File: src/rtl/led_pwm_pkg.sv
// Shared definitions for the LED PWM port: channel modes, register select codes,
// bus width and the per-channel drive rule.
package led_pwm_pkg;

  localparam int DATA_W = 8;

  localparam logic SEL_DUTY = 1'b0;
  localparam logic SEL_MODE = 1'b1;

  typedef enum logic [1:0] {
    MODE_OFF   = 2'd0,
    MODE_ON    = 2'd1,
    MODE_PWM   = 2'd2,
    MODE_BLINK = 2'd3
  } mode_e;

  // Logical (pre-inversion) drive of one channel.
  function automatic logic channel_on(input mode_e mode, input logic pwm_hit, input logic blink);
    logic on;
    on = 1'b0;
    case (mode)
      MODE_OFF:   on = 1'b0;
      MODE_ON:    on = 1'b1;
      MODE_PWM:   on = pwm_hit;
      MODE_BLINK: on = pwm_hit & blink;
      default:    on = 1'b0;
    endcase
    return on;
  endfunction

endpackage

File: src/rtl/pwm_timebase.sv
// Shared time base: prescaler, PWM step counter and free-running period counter
// whose upper bit provides the blink phase.
module pwm_timebase #(
  parameter int PWM_BITS    = 8,
  parameter int PRESCALE    = 188,
  parameter int BLINK_SHIFT = 8
) (
  input  logic                clk_48mhz,
  input  logic                reset,
  output logic                tick,
  output logic [PWM_BITS-1:0] pwm_cnt,
  output logic                period_wrap,
  output logic                blink_phase
);

  localparam int PERW = BLINK_SHIFT + 1;

  logic [PWM_BITS-1:0] pwm_cnt_q, pwm_cnt_d;
  logic [PERW-1:0]     period_q, period_d;

  generate
    if (PRESCALE == 1) begin : g_no_prescale
      assign tick = 1'b1;
    end else begin : g_prescale
      localparam int PSW = $clog2(PRESCALE);
      localparam logic [PSW-1:0] PS_LAST = PSW'(PRESCALE - 1);

      logic [PSW-1:0] presc_q, presc_d;

      assign tick = (presc_q == PS_LAST);

      always_comb begin
        presc_d = presc_q + PSW'(1);
        if (tick) begin
          presc_d = '0;
        end
      end

      always_ff @(posedge clk_48mhz) begin
        if (!reset) begin
          presc_q <= '0;
        end else begin
          presc_q <= presc_d;
        end
      end
    end
  endgenerate

  assign period_wrap = tick && (pwm_cnt_q == '1);
  assign blink_phase = period_q[BLINK_SHIFT];
  assign pwm_cnt     = pwm_cnt_q;

  always_comb begin
    pwm_cnt_d = pwm_cnt_q;
    period_d  = period_q;
    if (tick) begin
      pwm_cnt_d = pwm_cnt_q + PWM_BITS'(1);
    end
    if (period_wrap) begin
      period_d = period_q + PERW'(1);
    end
  end

  always_ff @(posedge clk_48mhz) begin
    if (!reset) begin
      pwm_cnt_q <= '0;
      period_q  <= '0;
    end else begin
      pwm_cnt_q <= pwm_cnt_d;
      period_q  <= period_d;
    end
  end

endmodule

File: src/rtl/led_pwm_port.sv
// Multi-channel LED driver: per-channel double-buffered PWM duty and mode
// registers behind a small read/write port, with registered, optionally inverted pins.
module led_pwm_port
  import led_pwm_pkg::*;
#(
  parameter int                  CHANNELS    = 8,
  parameter int                  PWM_BITS    = 8,
  parameter int                  PRESCALE    = 188,
  parameter int                  BLINK_SHIFT = 8,
  parameter logic [CHANNELS-1:0] ACTIVE_LOW  = '0
) (
  input  logic                       clk_48mhz,
  input  logic                       reset,
  input  logic                       wr_en,
  input  logic                       rd_en,
  input  logic [$clog2(CHANNELS):0]  addr,
  input  logic [DATA_W-1:0]          wr_data,
  output logic [DATA_W-1:0]          rd_data,
  output logic                       rd_valid,
  output logic [CHANNELS-1:0]        port_out
);

  localparam int AW = $clog2(CHANNELS) + 1;
  localparam int IW = (CHANNELS > 1) ? $clog2(CHANNELS) : 1;

  logic                sel;
  logic [IW-1:0]       idx;
  logic                idx_valid;

  logic                tick;
  logic [PWM_BITS-1:0] pwm_cnt;
  logic                period_wrap;
  logic                blink_phase;

  logic [PWM_BITS-1:0] duty_sh_q  [CHANNELS];
  logic [PWM_BITS-1:0] duty_sh_d  [CHANNELS];
  logic [PWM_BITS-1:0] duty_act_q [CHANNELS];
  logic [PWM_BITS-1:0] duty_act_d [CHANNELS];
  mode_e               mode_q     [CHANNELS];
  mode_e               mode_d     [CHANNELS];

  logic [CHANNELS-1:0] pwm_hit;
  logic [CHANNELS-1:0] on_vec;
  logic [CHANNELS-1:0] port_out_q, port_out_d;
  logic [DATA_W-1:0]   rd_data_q, rd_data_d;
  logic                rd_valid_q, rd_valid_d;

  assign sel = addr[AW-1];

  generate
    if (CHANNELS > 1) begin : g_idx
      assign idx = addr[AW-2:0];
    end else begin : g_idx_single
      assign idx = '0;
    end

    // Only a non-power-of-two channel count leaves unused index codes.
    if ((1 << IW) == CHANNELS) begin : g_idx_full
      assign idx_valid = 1'b1;
    end else begin : g_idx_range
      assign idx_valid = (idx < IW'(CHANNELS));
    end
  endgenerate

  pwm_timebase #(
    .PWM_BITS    (PWM_BITS),
    .PRESCALE    (PRESCALE),
    .BLINK_SHIFT (BLINK_SHIFT)
  ) u_timebase (
    .clk_48mhz   (clk_48mhz),
    .reset       (reset),
    .tick        (tick),
    .pwm_cnt     (pwm_cnt),
    .period_wrap (period_wrap),
    .blink_phase (blink_phase)
  );

  // Register writes; the active duty samples the pre-write shadow at the boundary.
  always_comb begin
    for (int i = 0; i < CHANNELS; i++) begin
      duty_sh_d[i]  = duty_sh_q[i];
      duty_act_d[i] = duty_act_q[i];
      mode_d[i]     = mode_q[i];
      if (wr_en && idx_valid && (idx == IW'(i))) begin
        if (sel == SEL_DUTY) begin
          duty_sh_d[i] = wr_data[PWM_BITS-1:0];
        end else begin
          mode_d[i] = mode_e'(wr_data[1:0]);
        end
      end
      if (tick && period_wrap) begin
        duty_act_d[i] = duty_sh_q[i];
      end
    end
  end

  // Full-scale duty is forced on so it never shows the single dark step.
  always_comb begin
    pwm_hit = '0;
    on_vec  = '0;
    for (int i = 0; i < CHANNELS; i++) begin
      pwm_hit[i] = (duty_act_q[i] == '1) || (pwm_cnt < duty_act_q[i]);
      on_vec[i]  = channel_on(mode_q[i], pwm_hit[i], blink_phase);
    end
    port_out_d = ACTIVE_LOW ^ on_vec;
  end

  always_comb begin
    rd_valid_d = rd_en;
    rd_data_d  = '0;
    if (rd_en && idx_valid) begin
      if (sel == SEL_DUTY) begin
        rd_data_d = DATA_W'(duty_sh_q[idx]);
      end else begin
        rd_data_d = DATA_W'(mode_q[idx]);
      end
    end
  end

  always_ff @(posedge clk_48mhz) begin
    if (!reset) begin
      for (int i = 0; i < CHANNELS; i++) begin
        duty_sh_q[i]  <= '0;
        duty_act_q[i] <= '0;
        mode_q[i]     <= MODE_OFF;
      end
      port_out_q <= ACTIVE_LOW;
      rd_data_q  <= '0;
      rd_valid_q <= 1'b0;
    end else begin
      for (int i = 0; i < CHANNELS; i++) begin
        duty_sh_q[i]  <= duty_sh_d[i];
        duty_act_q[i] <= duty_act_d[i];
        mode_q[i]     <= mode_d[i];
      end
      port_out_q <= port_out_d;
      rd_data_q  <= rd_data_d;
      rd_valid_q <= rd_valid_d;
    end
  end

  assign port_out = port_out_q;
  assign rd_data  = rd_data_q;
  assign rd_valid = rd_valid_q;

endmodule

File: config.mk
export PLATFORM = sky130hd
export DESIGN_NAME = led_pwm_port
export DESIGN_NICKNAME = d
export VERILOG_FILES = /design/src/rtl/led_pwm_pkg.sv /design/src/rtl/pwm_timebase.sv /design/src/rtl/led_pwm_port.sv
export SDC_FILE = /design/constraint.sdc
export NUM_CORES = 1
export LEC_CHECK = 0
export ABC_CLOCK_PERIOD_IN_PS = 2650
export CORE_MARGIN = 3
export CORE_UTILIZATION = 60
export CTS_BUF_LIST = sky130_fd_sc_hd__clkbuf_4
export DETAILED_ROUTE_END_ITERATION = 10
export PLACE_DENSITY_LB_ADDON = 0.12
export REMOVE_ABC_BUFFERS = 1
export SETUP_SLACK_MARGIN = 0.3
export SLEW_MARGIN = 20
export SYNTH_ARGS = -nofsm -noshare
export SYNTH_HDL_FRONTEND = slang
export SYNTH_HIERARCHICAL = 1
export SYNTH_SLANG_ARGS = --single-unit
File: constraint.sdc
create_clock -name clk_48mhz -period 2.65 [get_ports clk_48mhz]
set_clock_uncertainty 0.05 [all_clocks]
set_input_delay 0.53 -clock clk_48mhz [delete_from_list [all_inputs] [get_ports clk_48mhz]]
set_output_delay 0.53 -clock clk_48mhz [all_outputs]
set_load 0.02 [all_outputs]
==> qor.csv <==
stage;metric;value;unit
yosys;synth_xor_area_share;1.30;%
flow_run;cap_viol_max_count;0;
timing;finalMaxSlewViolations;0;
critical_path;regToRegStartpoint;u_timebase/g_prescale.presc_q[1];
clock_network;cts_tree;yes;
critical_path;required;3100;ps
global_route;grt_pass1_vias;6820;
critical_path;path_cells;ha_2 > nand3_1 > buf_4 > or4_1 > or3_1 > a21oi_1;
hold_path;worstHoldStart;reset;
routing;vias;7197;
critical_path;cp-start-kind;flip-flop;
placement;io_buffers;32;
yosys;synth-simple-area-share;19.7;%
yosys;syn-cell-area;9410;um2
timing;finalHoldViolations;0;
yosys;synth_mux_area_share;12.7;%
timing;relSlewSlack;52.0;%
global_route;grt.total_usage;26.1;%
power_and_ir_drop;p_leak;0.00375;uW
timing;fin_crit;2220;ps
yosys;ys_warn_count;6;
placement;dp_hpwl;15.8;mm
floorplan;pin_count;33;
floorplan;start_util;61.7;%
clock_network;htree_levels;4;
critical_path;startpoint;u_timebase/g_prescale.presc_q[1];
clock_network;clkLatencyLatePin;600;ps
critical_path;max_stage_delay;660;ps
yosys;ys_ff_latch;186;
layout;final_cells;1271;
yosys;synth_area_per_cell;9.23;um2
layout;layout.nets;1122;
critical_path;critPathMaxFanout;7;
power_and_ir_drop;power.density;451;nW/um2
routing;wire_per_inst;17.7;um
global_route;grt_pass1_wl;36.1;mm
floorplan;core;15300;um2
yosys;synth_top_family_by_area;simple AND/OR/NAND/NOR gates;
yosys;synth_fa_ha_area_share;7.85;%
clock_network;path_clk_slew;150;ps
timing;period_share;83.7;%
layout;design_area;10300;um2
routing;dr.pass1.iters;4;
critical_path;r2r_end;u_timebase/period_q[8];
yosys;synth-compound-area-share;13.1;%
hold_path;hp-class;in -> reg;
layout;layout-drive-gt1-share;9.43;%
clock_network;holdBufCountCts;0;
timing;setup_viol;0;
yosys;synth_seq_area_share;39.6;%
critical_path;criticalPathCategory;reg -> reg;
routing;wl;22.5;mm
routing;ant_nets;0;
floorplan;die_area;17200;um2
global_route;antenna_found_initial;0;
layout;antenna-diode-count;0;
placement;dp.cells;1236;
timing;tightest_slew;718;ps
critical_path;endpoint_kind;flip-flop;
yosys;synth_edf_count;0;
hold_path;holdPathEnd;duty_act_q[0][5];
timing;rsz0062_at_grt;false;
clock_network;cts_sinks;186;
critical_path;regToRegSetupSlack;430;ps
floorplan;row_count;45;
yosys;async_reset_ff_share;0;%
status;status;completed;
hold_path;hold_depth;2;
critical_path;arrival;2670;ps
critical_path;crit_slowest_cell;or4_1;
global_route;grt_max_degree;57;
floorplan;die_h;131;um
global_route;overflow;0;
yosys;synthCells;1019;
placement;gp_congestion;0.916;
yosys;synth-main-ff-cell;dfxtp_1;
placement;place_area;9980;um2
clock_network;clk_path_buf_depth;2;
routing;vias_per_cell;5.66;
routing;dr.first_iter.drc_count;670;
clock_network;cts_buffers;17;
critical_path;r2r_cells;6;
timing;fmax;0.451;GHz
clock_network;cts_root_buf;clkbuf_4;
layout;area_growth;9.43;%
yosys;netlist-cell-type-count;49;
routing;drcViolationCount;0;
power_and_ir_drop;ir_drop;0.452;mV
floorplan;die_x;131;um
worst max path at each step:
stage                                   to  cells past startpoint
global route        u_timebase/period_q[8]                      6
detailed placement         duty_sh_q[2][0]                      5
CTS                      duty_act_q[1][14]                      8
floorplan                 duty_act_q[0][0]                      7
finish              u_timebase/period_q[8]                      6
global placement           duty_sh_q[2][1]                      5
final cells by class:
class,instances,area [um2]
clock buffer,18,135
clock inverter,14,130
inverter,63,236
fill,1241,4960
sequential,186,3720
tap,211,264
timing repair buffer,65,646
multi-input combinational,714,5160
layer usage:
layer | wire length [um] | share of wire, % | GRT usage [%] | vias up
met5 | 0 | 0 | 0 | -
met4 | 488 | 2.2 | 8.28 | 0
met3 | 1520 | 6.7 | 5.78 | 32
met2 | 9930 | 44 | 39.6 | 198
met1 | 10600 | 47 | 37.3 | 3395
li1 | - | - | - | 3572
state kept, by name, indices dropped and copies added, names as in the netlist:
name / cells
rd_valid: 1
duty_act_q: 64
mode_q: 16
u_timebase/pwm_cnt: 8
u_timebase/period_q: 9
u_timebase/g_prescale.presc_q: 8
port_out: 8
duty_sh_q: 64
rd_data: 8
stage by stage:
step	setup slack (ps)	utilization (%)	setup TNS (ps)	total power [uW]	hold WS, ps
final	431	67.5	0	4650	356
after global routing	348	67.5	0	4790	351
after CTS	299	67.1	0	4670	323
after detailed placement	249	65.4	0	3170	407
after global placement	284	65.4	0	3170	397
after floorplan	-293	-	-18740	3020	380
timing repair:
action                                  4_1_cts  5_1_grt
buffers inserted                              0        2
gates resized for setup                       0        6
endpoints found under the setup margin        1       60
gates cloned                                  0        1
pin swaps                                     0        1
cell usage in the layout (no fill, tap or decap), types with 6 or more instances in the layout:
cell / Yosys / layout
inv_1: 62 / 61
nand2_1: 167 / 166
xor2_1: 6 / 6
mux4_2: 20 / 20
dfxtp_1: 186 / 185
xnor2_1: 8 / 8
nand3_1: 12 / 12
buf_4: 3 / 28
nor2_1: 30 / 30
o2111ai_1: 8 / 8
mux2i_1: 74 / 74
a21o_1: 16 / 16
nand2b_1: 15 / 15
a21oi_1: 18 / 18
a31oi_1: 9 / 9
nor2b_1: 69 / 69
a21boi_0: 76 / 76
nand4_1: 20 / 20
ha_1: 59 / 57
o21ai_1: 10 / 10
nor3_1: 17 / 17
a2111oi_0: 8 / 8
clkbuf_4: 0 / 18
o21ai_0: 35 / 35
clkdlybuf4s50_1: 0 / 31
power breakdown:
| part | switching (uW) | total, uW | internal (uW) |
|---|---|---|---|
| registers | 21.3 | 2840 | 2820 |
| logic | 144 | 271 | 127 |
| clock network | 980 | 1540 | 555 |
| total | 1150 | 4650 | 3500 |
synth_stat cells (all sizes together), types with 13 or more instances:
cell	number	share of area [%]
nand2	169	6.8
inv	62	2.5
nand4	20	1.3
mux4	20	4.8
buf	20	1.8
a21oi	18	0.96
ha	59	7.8
nor3	17	0.90
mux2i	74	7.9
dfxtp	186	40
a21o	16	1.3
o21ai	45	2.4
nand3	13	0.82
nand2b	15	1.0
nor2b	69	4.6
nor2	33	1.8
a21boi	76	6.1
clkbuf	36	1.4
critical path: cells and delay by family (launching register included):
family	cells	cell delay, ps
AND/OR/NAND/NOR	3	1150
flip-flops	1	390
adder cells (fa/ha/maj)	1	220
buffers and inverters	1	180
AO/OA/AOI/OAI	1	150
cell families after synthesis:
family / Yosys count
xor+xnor: 14
buf+inv: 119
mux: 94
fa+ha+maj: 59
compound gates: 184
simple gates: 363
flops: 186
No activity file was read; power rests on OpenSTA's default activity.
